<file path="config.mk">
export PLATFORM = sky130hd
export DESIGN_NAME = regfile_dump_reader_flat
export DESIGN_NICKNAME = d
export VERILOG_FILES = /design/src/rtl/regfile_dump_reader_pkg.sv /design/src/rtl/regfile_dump_reader_if.sv /design/src/rtl/regfile_dump_reader.sv /design/src/flat_wrapper.sv
export SDC_FILE = /design/constraint.sdc
export NUM_CORES = 1
export LEC_CHECK = 0
export ABC_AREA = 1
export BUFFER_PORTS_ARGS = -buffer_cell sky130_fd_sc_hd__buf_2
export CAP_MARGIN = 20
export CORE_MARGIN = 5
export CORE_UTILIZATION = 46
export CTS_CLUSTER_SIZE = 16
export DETAILED_ROUTE_END_ITERATION = 12
export GPL_TIMING_DRIVEN = 0
export PLACE_DENSITY = 0.79
export REMOVE_ABC_BUFFERS = 1
export SYNTH_ARGS = -nofsm -noshare
export SYNTH_HDL_FRONTEND = slang
export SYNTH_SLANG_ARGS = --single-unit
</file>
<file path="constraint.sdc">
create_clock -name clk -period 1.45 [get_ports clk]
set_clock_uncertainty 0.05 [all_clocks]
set_input_delay 0.29 -clock clk [delete_from_list [all_inputs] [get_ports clk]]
set_output_delay 0.29 -clock clk [all_outputs]
set_load 0.01 [all_outputs]
</file>
<file path="src/rtl/regfile_dump_reader_pkg.sv">
// Shared register-file constants and the dump reader state encoding.
// Imported by the register file and by the dump reader.
package regfile_pkg;

    localparam int NUM_REGS = 32;
    localparam int ADDR_W   = $clog2(NUM_REGS);
    localparam int DATA_W   = 32;

    typedef enum logic [2:0] {
        IDLE = 3'd0,
        REQ  = 3'd1,
        CAPT = 3'd2,
        SEND = 3'd3,
        DONE = 3'd4
    } dump_state_t;

endpackage

</file>
<file path="src/rtl/regfile_dump_reader_if.sv">
// Read-port and output-stream bundle of the register dump reader.
// Both channels are valid/ready style: a beat moves on a rising edge where req&gnt or valid&ready are high.
interface regfile_dump_reader_if #(
    parameter int ADDR_W = regfile_pkg::ADDR_W,
    parameter int DATA_W = regfile_pkg::DATA_W
) ();

    logic              rf_req;
    logic              rf_gnt;
    logic [ADDR_W-1:0] rf_addr;
    logic [DATA_W-1:0] rf_data;

    logic              out_valid;
    logic              out_ready;
    logic [DATA_W-1:0] out_data;
    logic [ADDR_W-1:0] out_idx;
    logic              out_last;

    modport master (
        output rf_req, rf_addr, out_valid, out_data, out_idx, out_last,
        input  rf_gnt, rf_data, out_ready
    );

    modport slave (
        input  rf_req, rf_addr, out_valid, out_data, out_idx, out_last,
        output rf_gnt, rf_data, out_ready
    );

endinterface

</file>
<file path="src/rtl/regfile_dump_reader.sv">
// Walks the register file through a granted read port and streams each word out.
// One word costs at least three cycles: REQ (granted), CAPT, SEND (accepted).
module regfile_dump_reader
    import regfile_pkg::*;
#(
    parameter int NUM_REGS = regfile_pkg::NUM_REGS,
    parameter int ADDR_W   = regfile_pkg::ADDR_W,
    parameter int DATA_W   = regfile_pkg::DATA_W,
    parameter int SKIP_X0  = 0
) (
    input  logic                  clk,
    input  logic                  rst,
    input  logic                  start,
    input  logic                  abort,
    output logic                  busy,
    output logic                  done,
    regfile_dump_reader_if.master bus,
    output dump_state_t           dbg_state
);

    localparam logic [ADDR_W-1:0] FIRST_IDX = (SKIP_X0 != 0) ? ADDR_W'(1) : '0;
    localparam logic [ADDR_W-1:0] LAST_IDX  = ADDR_W'(NUM_REGS - 1);

    dump_state_t       state_q, state_d;
    logic [ADDR_W-1:0] idx_q, idx_d;
    logic [DATA_W-1:0] data_q, data_d;
    logic [ADDR_W-1:0] oidx_q, oidx_d;
    logic              last_q, last_d;

    always_ff @(posedge clk) begin
        if (rst) begin
            state_q <= IDLE;
            idx_q   <= '0;
            data_q  <= '0;
            oidx_q  <= '0;
            last_q  <= 1'b0;
        end else begin
            state_q <= state_d;
            idx_q   <= idx_d;
            data_q  <= data_d;
            oidx_q  <= oidx_d;
            last_q  <= last_d;
        end
    end

    // abort outranks everything, including a same-cycle handshake and a start in IDLE
    always_comb begin
        state_d = state_q;
        idx_d   = idx_q;
        data_d  = data_q;
        oidx_d  = oidx_q;
        last_d  = last_q;
        if (abort) begin
            state_d = IDLE;
        end else begin
            case (state_q)
                IDLE: begin
                    if (start) begin
                        state_d = REQ;
                        idx_d   = FIRST_IDX;
                    end
                end
                REQ: begin
                    if (bus.rf_gnt) state_d = CAPT;
                end
                CAPT: begin
                    data_d  = bus.rf_data;
                    oidx_d  = idx_q;
                    last_d  = (idx_q == LAST_IDX);
                    state_d = SEND;
                end
                SEND: begin
                    if (bus.out_ready) begin
                        if (last_q) begin
                            state_d = DONE;
                        end else begin
                            idx_d   = idx_q + ADDR_W'(1);
                            state_d = REQ;
                        end
                    end
                end
                DONE:    state_d = IDLE;
                default: state_d = IDLE;
            endcase
        end
    end

    always_comb begin
        busy          = (state_q != IDLE);
        done          = (state_q == DONE);
        bus.rf_req    = (state_q == REQ);
        bus.rf_addr   = (state_q == REQ) ? idx_q : '0;
        bus.out_valid = (state_q == SEND);
        bus.out_data  = data_q;
        bus.out_idx   = oidx_q;
        bus.out_last  = last_q;
        dbg_state     = state_q;
    end

    a_req_hold: assert property (@(posedge clk) disable iff (rst || abort)
        (state_q == REQ && !bus.rf_gnt) |=> (state_q == REQ && idx_q == $past(idx_q)));

    a_send_hold: assert property (@(posedge clk) disable iff (rst || abort)
        (state_q == SEND && !bus.out_ready) |=>
        (state_q == SEND && data_q == $past(data_q) && oidx_q == $past(oidx_q)));

endmodule

</file>
<file path="src/flat_wrapper.sv">
// flat-port wrapper written by rule: the top's interface ports become plain ports
module regfile_dump_reader_flat import regfile_pkg::*;
#(
    parameter int NUM_REGS = regfile_pkg::NUM_REGS,
    parameter int ADDR_W   = regfile_pkg::ADDR_W,
    parameter int DATA_W   = regfile_pkg::DATA_W,
    parameter int SKIP_X0  = 0
)
  (clk, rst, start, abort, busy, done, dbg_state, bus_rf_req, bus_rf_addr, bus_out_valid, bus_out_data, bus_out_idx, bus_out_last, bus_rf_gnt, bus_rf_data, bus_out_ready);
  regfile_dump_reader_if #(.ADDR_W(ADDR_W), .DATA_W(DATA_W)) bus_i ();
  input  logic clk;
  input  logic rst;
  input  logic start;
  input  logic abort;
  output logic busy;
  output logic done;
  output dump_state_t dbg_state;
  output wire logic [$bits(bus_i.rf_req)-1:0] bus_rf_req;
  output wire logic [$bits(bus_i.rf_addr)-1:0] bus_rf_addr;
  output wire logic [$bits(bus_i.out_valid)-1:0] bus_out_valid;
  output wire logic [$bits(bus_i.out_data)-1:0] bus_out_data;
  output wire logic [$bits(bus_i.out_idx)-1:0] bus_out_idx;
  output wire logic [$bits(bus_i.out_last)-1:0] bus_out_last;
  input wire logic [$bits(bus_i.rf_gnt)-1:0] bus_rf_gnt;
  input wire logic [$bits(bus_i.rf_data)-1:0] bus_rf_data;
  input wire logic [$bits(bus_i.out_ready)-1:0] bus_out_ready;
  assign bus_rf_req = bus_i.rf_req;
  assign bus_rf_addr = bus_i.rf_addr;
  assign bus_out_valid = bus_i.out_valid;
  assign bus_out_data = bus_i.out_data;
  assign bus_out_idx = bus_i.out_idx;
  assign bus_out_last = bus_i.out_last;
  assign bus_i.rf_gnt = bus_rf_gnt;
  assign bus_i.rf_data = bus_rf_data;
  assign bus_i.out_ready = bus_out_ready;
  regfile_dump_reader #(.NUM_REGS(NUM_REGS), .ADDR_W(ADDR_W), .DATA_W(DATA_W), .SKIP_X0(SKIP_X0)) u_core (.clk(clk), .rst(rst), .start(start), .abort(abort), .busy(busy), .done(done), .bus(bus_i), .dbg_state(dbg_state));
endmodule
</file>
Yosys cells after proc, flatten, opt, wreduce, memory -nomap -nowiden

Cells that the tools add are included.

Flip-flop bits (word level): 46
Bits in latches: 0
RAM bits: 0
Bits in read-only memories: 0
Input port bits: 38
Output and inout port bits: 50
Memories: 0

Add/sub/neg operators: 1
$mul: 0
Divide/modulo/power cells: 0
$lt $le $gt $ge: 0
Equal/unequal tests: 9
Shifts and indexed selects: 0
Mux-type cells: 10
Bitwise operators: 1
Reductions and logical operators: 7

Operators with widths:

| kind                  | count |
|---|---|
| $mux W5               | 4 |
| $mux W3               | 4 |
| $pmux W3 S4           | 1 |
| $pmux W5 S2           | 1 |
| $eq A3 B2 Y1 const B  | 2 |
| $add A5 B1 Y5 const B | 1 |
| $eq A5 B5 Y1 const B  | 1 |
| $reduce_and A5 Y1     | 1 |
| $ne A2 B1 Y1 const B  | 2 |
| $ne A2 B2 Y1 const B  | 2 |
| $eq A3 B1 Y1 const B  | 1 |
| $eq A3 B3 Y1 const B  | 1 |
| $logic_not A3 Y1      | 1 |
| $reduce_and A3 Y1     | 1 |
| $reduce_bool A3 Y1    | 1 |
| $reduce_and A2 Y1     | 1 |
| $reduce_bool A2 Y1    | 1 |
| $reduce_or A2 Y1      | 1 |
| $not A1 Y1            | 1 |

Logic depth before layout (Yosys ltp)

Depth after elaboration: 4
Depth in mapped cells: 8

Worst setup path after synthesis

No wires, ideal clock.

Path type: reg-to-reg
From: reg u_core.state_q[1], in the netlist u_core.dbg_state[1]
To: reg u_core.data_q[10], in the netlist u_core.bus.out_data[10]
Setup time: 0.116 ns
Arrival time: 1.146 ns
Setup slack: 0.138 ns
Stages on the path, launching flop included: 7
Path buffers: 1
Cell sequence: dfxtp_1 > inv_1 > nor3_2 > nand2_2 > clkbuf_1 > o21ai_0 > nor2_1

Cells in the longest elaborated chain, start to end: 2

Ends and longest elaborated chain:

| what                               | RTL line                  | text |
|---|---|---|
| start, declared                    | regfile_dump_reader.sv:24 | `dump_state_t state_q, state_d;` |
| start signal, assigned             | regfile_dump_reader.sv:38 | `state_q <= state_d;` |
| $eq A3 B2 Y1                       | regfile_dump_reader.sv:56 | `case (state_q)` |
| $reduce_and A2 Y1 (no source line) | -                         |  |
| end signal, assigned               | regfile_dump_reader.sv:40 | `data_q <= data_d;` |
| end, declared                      | regfile_dump_reader.sv:26 | `logic [DATA_W-1:0] data_q, data_d;` |

No other way between the ends.
A chain may end at the register's enable or synchronous reset.

Final worst setup path

From: reg u_core.state_q[1], in the netlist u_core.dbg_state[1]
To: out bus_rf_addr[3]

Cells in the longest elaborated chain, start to end: 2

Ends and longest elaborated chain:

| what          | RTL line                  | text |
|---|---|---|
| $eq A3 B1 Y1  | regfile_dump_reader.sv:92 | `bus.rf_addr = (state_q == REQ) ? idx_q : '0;` |
| $mux W5       | regfile_dump_reader.sv:92 |  |
| end, declared | flat_wrapper.sv:19        | `output wire logic [$bits(bus_i.rf_addr)-1:0] bus_rf_addr;` |

No other way between the ends.

==> results.cfg <==
[status]
violations = negative setup slack
status = complete, but fails checks

[cts]
ctsHoldBuffers = 0
clkLatencyLatePin_ns = 0.30
path_clk_slew_ns = 0.09
numCtsBuffers = 5
cts_sinks = 46
cts_tree = built
htree_levels = 2
cts_buffer_depth = 2
cts-root-buf = clkbuf_8

[synthesis]
synth_top_area_cell = dfxtp_1
synth_area_leaders = dfxtp_1 49%, nor2_1 17%, o21ai_0 9.9%
synth_area_um2 = 1870
synthDistinctLibCells = 21
synth_edf_count = 0
ys_ff_latch = 46
synth_most_common_cell = nor2_1
syn_avg_cell_area_um2 = 7.41
synth_top_area_share = 0.493
synthFlopType = dfxtp_1
yosysWarnings = 0
synthArstFlopShare = 0
synth.top_cells.by_count = 86 x nor2_1, 46 x dfxtp_1, 37 x o21ai_0
yosysSeqAreaShare = 0.493
syn-instance-count = 252

[min_path]
worstHoldStart = rst
min_to = u_core.idx_q[2]
hold_path_depth = 2
worst_hold_path_type = primary input to flip-flop

[pwr]
vdd_drop_max_v = 0.000681
p_per_area_nw_per_um2 = 892
finalPower_mw = 2.54
leakagePower_nw = 1.38

[critical_path]
r2r_start = u_core.dbg_state[0]
cp.required_ns = 1.11
startpoint_type = flip-flop
path_max_fanout = 7
cp_data_arrival_time_ns = 1.19
reg2regPathDepth = 7
r2r-end = u_core.bus.out_data[23]
regToRegSetupSlack_ns = -0.07
critPathCaptureType = output port
criticalPathCategory = flip-flop to output port

[global_route]
grt_pass1_vias = 1714
overflow = 0
antenna_found_initial = 0
grt_max_degree = 24
grt_pass1_wl_mm = 8.08
grt_usage = 0.191

[route]
routedWlPerCell_um = 13.3
dr.pass1.iters = 4
vias = 1933
drc = 0
drt_iter0_markers = 91
viasPerCell = 4.75
ant_nets = 0
finalWirelength_mm = 5.42

[die]
rows = 23
core_um2 = 3970
die-width_um = 73.7
io_pins = 88
start_util = 0.470
die-area_um2 = 5430
die_h_um = 73.7

[timing]
post-route-min-period_ns = 1.53
relSlewSlack = 0.472
slew_viol_final = 0
rsz0062_at_grt = true
setup_ws_ns = -0.0762
hold_viol_final = 0
period_share = 1.05
holdWs_ns = 0.0972
setup_viol = 38
fin_tns_setup_ns = -1.32
clock.fmax_ghz = 0.655
worst_slew_pin_slew_ns = 0.792

[placement]
io_buffers = 87
dp_hpwl_mm = 3.03
preCtsSetupSlack_ns = -0.845
placed_area_um2 = 2320
routabilityCongestion = 0.854

[final_layout]
area_growth_pct = 52.5
design_area_um2 = 2850
fin_nets = 396
n_antenna_cell = 0
layout-drive-gt1-share = 0.431

[job]
maxCapViolCount = 0
## cell usage in the layout, fill, tap and decap left out
cell        instances
clkinv_2            1
a21oi_2             2
nand2_1            22
nor3_4              1
o21ai_1             6
nand3b_1            1
o21ai_0            20
or2_1               1
inv_1              12
a21oi_1             5
clkinvlp_4          1
nand2_8             1
nand3_1             5
clkinv_16           2
dfxtp_1            43
inv_2               4
clkbuf_8            6
nand2_2             2
buf_8               2
buf_12              4
ha_1                2
nor2_2              5
dfxtp_4             3
buf_2              85
nor3_1              6
inv_8               1
buf_16              2
nor2_1             80
buf_4               7
clkinv_8            1
nor2_4              4
nand2_4             3
buf_6               4
o21ai_2            13
## metal layers
metal,vias to the layer above,share of wire,track usage
met5,-,0,0
met4,0,0.011,0.0503
met3,8,0.074,0.0492
met2,70,0.49,0.312
met1,848,0.42,0.250
li1,1007,-,-
## worst max-delay path, cell delays in order, from the launching register on
cell and delay [ns]:
dfxtp_4 0.39, nor2_4 0.15, nand2_4 0.11, nor2_2 0.10, buf_2 0.13
## stage by stage
stage                     instances   util
after floorplan                 241      -
after global placement          378  0.578
after detailed placement        379  0.584
after CTS                       401  0.665
after global routing            407  0.717
final                           407  0.717
## area by class of cell
| class | instances | area, µm² |
|---|---|---|
| multi-input combinational | 179 | 922 |
| timing repair buffer | 104 | 688 |
| clock buffer | 6 | 82.6 |
| tap | 50 | 62.6 |
| sequential | 46 | 932 |
| inverter | 17 | 90.1 |
| timing repair inverter | 3 | 57.6 |
| fill | 315 | 1120 |
| clock inverter | 2 | 12.5 |
## flip-flops by register name (all words and copies together), names as in the netlist
name	count
u_core.dbg_state	3
u_core.bus.out_last	1
u_core.bus.out_idx	5
u_core.bus.out_data	32
u_core.idx_q	5
## where the power goes
part	internal (mW)	switching, mW	leakage, nW	total, mW
logic	0.177	0.217	0.959	0.393
registers	1.30	0.0279	0.375	1.33
clock network	0.383	0.432	0.0472	0.816
## kinds of logic (layout without fill, tap and decap cells)
family,count (synthesis),after routing,synth area share
AOI/OAI and AO/OA,46,46,0.131
adders and majority gates,2,2,0.0134
buffers and inverters,28,132,0.0731
DFF,46,46,0.493
and+or+nand+nor,130,131,0.289
## how the worst max path moves through the flow
stage	startpoint	endpoint	slack, ns	cells after the start
3_5_place_dp	u_core.dbg_state[2]	u_core.bus.out_idx[0]	-0.84	5
6_report	u_core.dbg_state[1]	bus_rf_addr[3]	-0.08	4
3_3_place_gp	u_core.dbg_state[2]	u_core.bus.out_idx[4]	-0.86	5
4_1_cts	u_core.dbg_state[0]	bus_rf_addr[3]	-0.06	5
5_1_grt	u_core.dbg_state[0]	bus_rf_addr[3]	-0.14	5
2_1_floorplan	u_core.dbg_state[2]	u_core.bus.out_idx[0]	-0.34	5
## what timing repair did
action                     in CTS  in global routing
pin swaps                       7                 11
setup endpoints to repair      47                 53
gates cloned                    3                  2
setup buffers                  11                  4
gates resized for setup        29                 43
hold endpoints to repair        0                  0
No activity file was read; power rests on OpenSTA's default activity.
